### src/rtl/rgb_f16_frame_sequencer.sv
// Frame sequencer: reads xRGB pixel words one at a time, converts each 8-bit lane to FP16, streams 64-bit words.
// Build option: define F16_ALPHA_ONE_EN to drive the alpha lane with FP16 1.0 instead of zero.
module rgb_f16_frame_sequencer #(
  parameter int ADDR_W   = 32,
  parameter int CNT_W    = 20,
  parameter int ADDR_INC = 4
) (
  input  logic              clk,
  input  logic              rst,
  input  logic              start,
  input  logic              abort,
  input  logic [ADDR_W-1:0] base_addr,
  input  logic [CNT_W-1:0]  pix_count,
  output logic              rd_req,
  output logic [ADDR_W-1:0] rd_addr,
  input  logic              rd_valid,
  input  logic [31:0]       rd_data,
  output logic              m_valid,
  input  logic              m_ready,
  output logic [63:0]       m_data,
  output logic              m_last,
  output logic              busy,
  output logic              done
);

`ifdef F16_ALPHA_ONE_EN
  localparam logic [15:0] ALPHA = 16'h3C00;
`else
  localparam logic [15:0] ALPHA = 16'h0000;
`endif

  typedef enum logic [2:0] {IDLE, REQ, WAIT, EMIT, DONE} state_t;

  state_t             state, state_next;
  logic [ADDR_W-1:0]  addr, addr_next;
  logic [CNT_W-1:0]   remaining, remaining_next;
  logic               m_valid_next, m_last_next, done_next;
  logic [63:0]        m_data_next;
  logic [15:0]        lane_f16 [3];

  // Exact uint8 -> FP16: every value fits in the 11-bit significand, so no rounding.
  function automatic logic [15:0] u8_to_f16(input logic [7:0] u);
    logic [3:0]  msb;
    logic [17:0] shifted;
    logic [4:0]  expo;
    msb = 4'd0;
    for (int i = 0; i < 8; i++) begin
      if (u[i]) msb = 4'(i);
    end
    shifted = {10'd0, u} << (4'd10 - msb);
    expo    = 5'd15 + {1'b0, msb};
    u8_to_f16 = (u == 8'd0) ? 16'h0000 : {1'b0, expo, shifted[9:0]};
  endfunction

  // Lane 0 = B, 1 = G, 2 = R.
  genvar gi;
  generate
    for (gi = 0; gi < 3; gi++) begin : g_lane
      assign lane_f16[gi] = u8_to_f16(rd_data[8*gi +: 8]);
    end
  endgenerate

  assign busy    = (state != IDLE);
  assign rd_req  = (state == REQ);
  assign rd_addr = addr;

  always_comb begin
    state_next     = state;
    addr_next      = addr;
    remaining_next = remaining;
    m_valid_next   = m_valid;
    m_last_next    = m_last;
    m_data_next    = m_data;
    done_next      = 1'b0;
    case (state)
      IDLE: begin
        if (start && !abort) begin
          addr_next      = base_addr;
          remaining_next = pix_count;
          state_next     = (pix_count == '0) ? DONE : REQ;
        end
      end
      REQ: state_next = WAIT;
      WAIT: begin
        if (rd_valid) begin
          m_data_next  = {ALPHA, lane_f16[2], lane_f16[1], lane_f16[0]};
          m_valid_next = 1'b1;
          m_last_next  = (remaining == CNT_W'(1));
          state_next   = EMIT;
        end
      end
      EMIT: begin
        // Only one read is ever outstanding, so no next word can be ready on accept.
        if (m_ready) begin
          m_valid_next   = 1'b0;
          m_last_next    = 1'b0;
          addr_next      = addr + ADDR_W'(ADDR_INC);
          remaining_next = remaining - CNT_W'(1);
          state_next     = (remaining == CNT_W'(1)) ? DONE : REQ;
        end
      end
      DONE: begin
        done_next  = 1'b1;
        state_next = IDLE;
      end
      default: state_next = IDLE;
    endcase
    if (abort && state != IDLE) begin
      state_next   = IDLE;
      m_valid_next = 1'b0;
      m_last_next  = 1'b0;
      done_next    = 1'b0;
    end
  end

  always_ff @(posedge clk or posedge rst) begin
    if (rst) begin
      state     <= IDLE;
      addr      <= '0;
      remaining <= '0;
      m_valid   <= 1'b0;
      m_data    <= '0;
      m_last    <= 1'b0;
      done      <= 1'b0;
    end else begin
      state     <= state_next;
      addr      <= addr_next;
      remaining <= remaining_next;
      m_valid   <= m_valid_next;
      m_data    <= m_data_next;
      m_last    <= m_last_next;
      done      <= done_next;
    end
  end

endmodule

### config.mk
export PLATFORM = sky130hd
export DESIGN_NAME = rgb_f16_frame_sequencer
export DESIGN_NICKNAME = d
export VERILOG_FILES = /design/src/rtl/rgb_f16_frame_sequencer.sv
export SDC_FILE = /design/constraint.sdc
export NUM_CORES = 1
export LEC_CHECK = 0
export CAP_MARGIN = 5
export CORE_ASPECT_RATIO = 0.75
export CORE_UTILIZATION = 40
export CTS_CLUSTER_DIAMETER = 40
export DETAILED_ROUTE_END_ITERATION = 7
export PLACE_DENSITY = 0.73
export SKIP_CTS_REPAIR_TIMING = 1
export SYNTH_ARGS = -nofsm -noshare
export SYNTH_HDL_FRONTEND = slang
export SYNTH_SLANG_ARGS = --single-unit
### constraint.sdc
create_clock -name clk -period 6.38 [get_ports clk]
set_input_delay 1.276 -clock clk [delete_from_list [all_inputs] [get_ports clk]]
set_output_delay 1.276 -clock clk [all_outputs]
set_load 0.01 [all_outputs]
Word-level counts from Yosys, hierarchy flattened
Cells that the tools add are included.
- logic and storage cells: 89
- register bits after elaboration: 106
- input bits: 90
- reduce and logical (&&, ||, !) cells: 15
- add/sub/neg operators: 8
- equality and inequality tests: 10
- mux-type cells: 46
- shift operators: 3
- operators with widths (operator ; number):
    2-to-1 mux 4 bit ; 18
    2-to-1 mux 32 bit ; 2
    case mux 32 bit (2 select lines) ; 1
    2-to-1 mux 15 bit ; 3
    2-to-1 mux 20 bit ; 2
    case mux 20 bit (2 select lines) ; 1
    adder 32 x 3 -> 32 bit, second input constant ; 1
    << shifter 8 x 4 -> 10 bit ; 3
    zero test 8 bit ; 3
    equality test 20 x 1 -> 1 bit, second input constant ; 1
    zero test 20 bit ; 1
    subtractor 20 x 1 -> 20 bit, second input constant ; 1
    2-to-1 mux 3 bit ; 6
    adder 4 x 4 -> 5 bit, first input constant ; 3
    case mux 3 bit (4 select lines) ; 1
    subtractor 4 bit, first input constant ; 3
    2-to-1 mux 1 bit ; 10
    inequality test 3 bit, second input constant ; 3
    AND reduction 3 bit ; 3
    equality test 3 x 2 -> 1 bit, second input constant ; 2
    nonzero test 3 bit ; 2
    inequality test 2 bit, second input constant ; 2
    case mux 1 bit (2 select lines) ; 2
    equality test 3 x 1 -> 1 bit, second input constant ; 1
    other kinds (6) ; 7

Longest topological paths before layout
- depth after elaboration: 10
- gate-level depth with buffers: 11
- gate-level depth less buffers: 10

Worst setup path before layout
Ideal clock, no wire load.
- kind: input to register
- start: in rd_data[4]
- end: reg m_data[4]
- path slack: 2.779 ns
- stages on the path: 11
- arrival: 3.474 ns
- required time: 6.253 ns
- path buffers: 2
- path through: clkbuf_1 > or3b_1 > a31oi_4 > inv_1 > ha_1 > clkbuf_1 > inv_1 > or3_1 > and3_1 > a21oi_1 > o21ai_0
- word-level cells in the longest chain between the ends: 7
- RTL lines (item ; line ; text):
    from (decl) ; 17 ; input logic [31:0] rd_data,
    2-to-1 mux 4 bit (4 in a row) ; 48 ; if (u[i]) msb = 4'(i);
    subtractor 4 bit ; 50 ; shifted = {10'd0, u} << (4'd10 - msb);
    << shifter 8 x 4 -> 10 bit ; 50 ;
    2-to-1 mux 15 bit (*) ; 52 ; u8_to_f16 = (u == 8'd0) ? 16'h0000 : {1'b0, expo, shifted[9:0]};
    to (signal assigned) ; 130 ; m_data <= m_data_next;
    to (decl) ; 20 ; output logic [63:0] m_data,
Every way passes the cells marked *; elsewhere a longest branch is shown, timed or not.
A chain may end at the register's enable or synchronous reset.

Worst setup path in the final report
Ends and elaborated chain as after synthesis.

==> out/metrics.cfg <==
[status]
status=finished, violations left
violations=DRC

[detailed_routing]
first_pass_iters=7
drc_errors=14
antenna_left=0
vias=6728
first_iter_violations=628
drt-total-wl_um=19500
wl_per_cell_um=16.7
via_per_inst=5.76

[cells_and_area]
stdcell_count=1169
drive_above_1_share=0.0553
fin_nets=1056
fin_area_sq_mm=0.00868
final_util=0.534
nFillCells=1494
area_delta_synth_final_pct=28.7
antenna_cells=0
multi_input_area_sq_mm=0.00378
final-seq-area_sq_mm=0.00258

[worst_setup_path]
reg2regPathDepth=6
crit_family=simple AND/OR/NAND/NOR gates
required_ns=6.62
reg2reg_from=state[1]
crit_fanout=17
rr_endpoint=remaining[9]
cpPeakStageDelay_ns=0.61
start_kind=input port
crit_buf_inv=3
cpMaxStageDelayCell=clkdlybuf4s50_1
cp_common_cell=inv_1
critical_path_class=in -> reg
end_kind=register
worst_ep_arrival_time_ns=4.38
reg2reg_slack_ns=3.50
path_cells=clkdlybuf4s50_1, or3b_1, a31oi_4, inv_1, ha_1, inv_1, or3_1, and3_1, a21oi_1, o21ai_0
worst-path-stages=10

[min_path]
holdCritPathClass=reg -> reg
min-delay-start=m_data[26]
hold_end=m_data[26]
hold_depth=1

[sta]
hold_violations=0
timing.fmax_ghz=0.241
period_minus_slack_ns=4.14
tns_ns=0
relSlewSlack=0.291
rsz0062_at_grt=false
worstMarginPinSlew_ns=1.06
whs_ns=0.482
drv_slew=0
setup_ws_ns=2.24
clock_skew_ns=0.00929
finalCritPeriodShare=0.649
setup_violations=0

[yosys]
synthFlopType=dfrtp_1
syn-cell-area_sq_mm=0.00675
yosysWarningCount=0
avgSynthCellArea_sq_um=8.13
synthCells=830
synth-seq-cells=103
ys_types=78
async_flop_share=1.00
synth_seq_area_share=0.382
synth_edf_count=0

[floorplanning]
row_count=40
ios=191
die_h_um=114
die_x_um=152
start_util=0.415
core_sq_mm=0.0163
die-area_sq_mm=0.0174

[global_routing]
grt_remaining_overflow=0
grt_pass1_wl_um=31500
antenna_found_initial=0
grt_pass1_vias=5959
grt_start_max_net_pins=86
grt_usage=0.226

[cts]
clk_pin_slew_ns=0.07
htree_levels=3
numCtsBuffers=9
clk_path_buf_depth=2
cts_tree=yes
clockRootBuffer=clkbuf_16
clkSinkCount=103
worstSkewPairLatency_ns=0.35

[power]
p_total_mw=2.85
pwr_density_cell_mw_per_mm2=329
vdd_drop_max_mv=0.199
leakage_nw=3.43

[placement]
placed_cell_area_sq_mm=0.00840
place_ws_ns=1.91
place_congestion=0.946
portBuffers=163
place_inst=1153
dpl.hpwl_um=13900

[flow_run]
maxCapViolCount=0

[final cells by class]
class	instances	area share
sequential	103	0.297
inverter	28	0.0124
timing repair buffer	169	0.193
clock buffer	10	0.0264
clock inverter	6	0.00533
multi-input combinational	643	0.435
tap	210	0.0303
[worst max-delay path by stage]
stage	start	endpoint	slack [ns]
2_1_floorplan	rst	done	2.40
3_3_place_gp	rd_data[4]	m_data[4]	1.96
3_5_place_dp	rd_data[4]	m_data[4]	1.91
4_1_cts	rd_data[4]	m_data[4]	2.29
5_1_grt	rd_data[4]	m_data[4]	2.12
6_report	rd_data[4]	m_data[4]	2.24
[kinds of logic (layout without fill, tap and decap cells)]
group           Yosys count  in the layout  share of synthesized area
compound gates          288            288                      0.272
xor+xnor                  3              3                    0.00390
fa+ha+maj                12             12                     0.0223
buf+inv                 102            213                     0.0712
flops                   103            103                      0.382
mux                      11             11                     0.0171
other cells               1             19                   0.000556
simple gates            310            310                      0.231
[sequential cells by signal, summed over array words and instances, names as in the netlist]
name	cells
m_data	45
rd_addr	32
remaining	20
state	3
done	1
m_last	1
m_valid	1
[cell usage after synthesis, types with 6 or more instances]
master,n,area [sq um]
a31o_2,7,61.3
mux2i_1,7,70.1
nor2_1,66,248
and3_1,11,68.8
buf_1,6,22.5
o211ai_1,9,67.6
dfrtp_1,103,2580
nand2_1,98,368
clkbuf_1,38,143
inv_1,27,101
nand3_1,32,160
a31oi_1,11,68.8
buf_4,19,143
a22oi_1,8,60.1
buf_2,7,35.0
ha_1,12,150
a21oi_1,80,400
nor2b_1,10,62.6
nand4_1,15,93.8
a22o_1,6,52.6
o21ai_0,77,385
nand2b_1,10,62.6
nor3_1,21,105
nor4_1,9,56.3
or3_1,7,43.8
o22ai_1,15,93.8
[metal layers]
layer | share of wire | routed length [um] | track usage | vias to the layer above
li1 | - | - | - | 3266
met1 | 0.48 | 9450 | 0.336 | 3187
met2 | 0.43 | 8410 | 0.325 | 254
met3 | 0.069 | 1350 | 0.0484 | 21
met4 | 0.017 | 336 | 0.0694 | 0
met5 | 0 | 0 | 0 | -
[power by group]
| group | internal, mW | switching [mW] | leakage [nW] |
|---|---|---|---|
| clock network | 0.267 | 0.259 | 0.129 |
| registers | 0.900 | 0.250 | 1.25 |
| logic | 0.615 | 0.561 | 2.05 |
[cell usage in the layout (no fill, tap or decap), types with 6 or more instances in the layout]
cell type          n
nand2_1           98
a22oi_1            8
a21oi_1           79
o21ai_0           77
dfrtp_1          103
nand2b_1          10
conb_1            19
inv_1             26
nor2_1            65
clkbuf_16          9
clkdlybuf4s50_1  163
nor4_1             9
nand4_1           15
a31o_2             7
a31oi_1           11
mux2i_1            7
a22o_1             6
nor3_1            21
o22ai_1           15
buf_4              6
or3_1              7
ha_1              12
o211ai_1           9
nand3_1           32
and3_1            11
nor2b_1           10
Power figures use the tool's default switching activity.
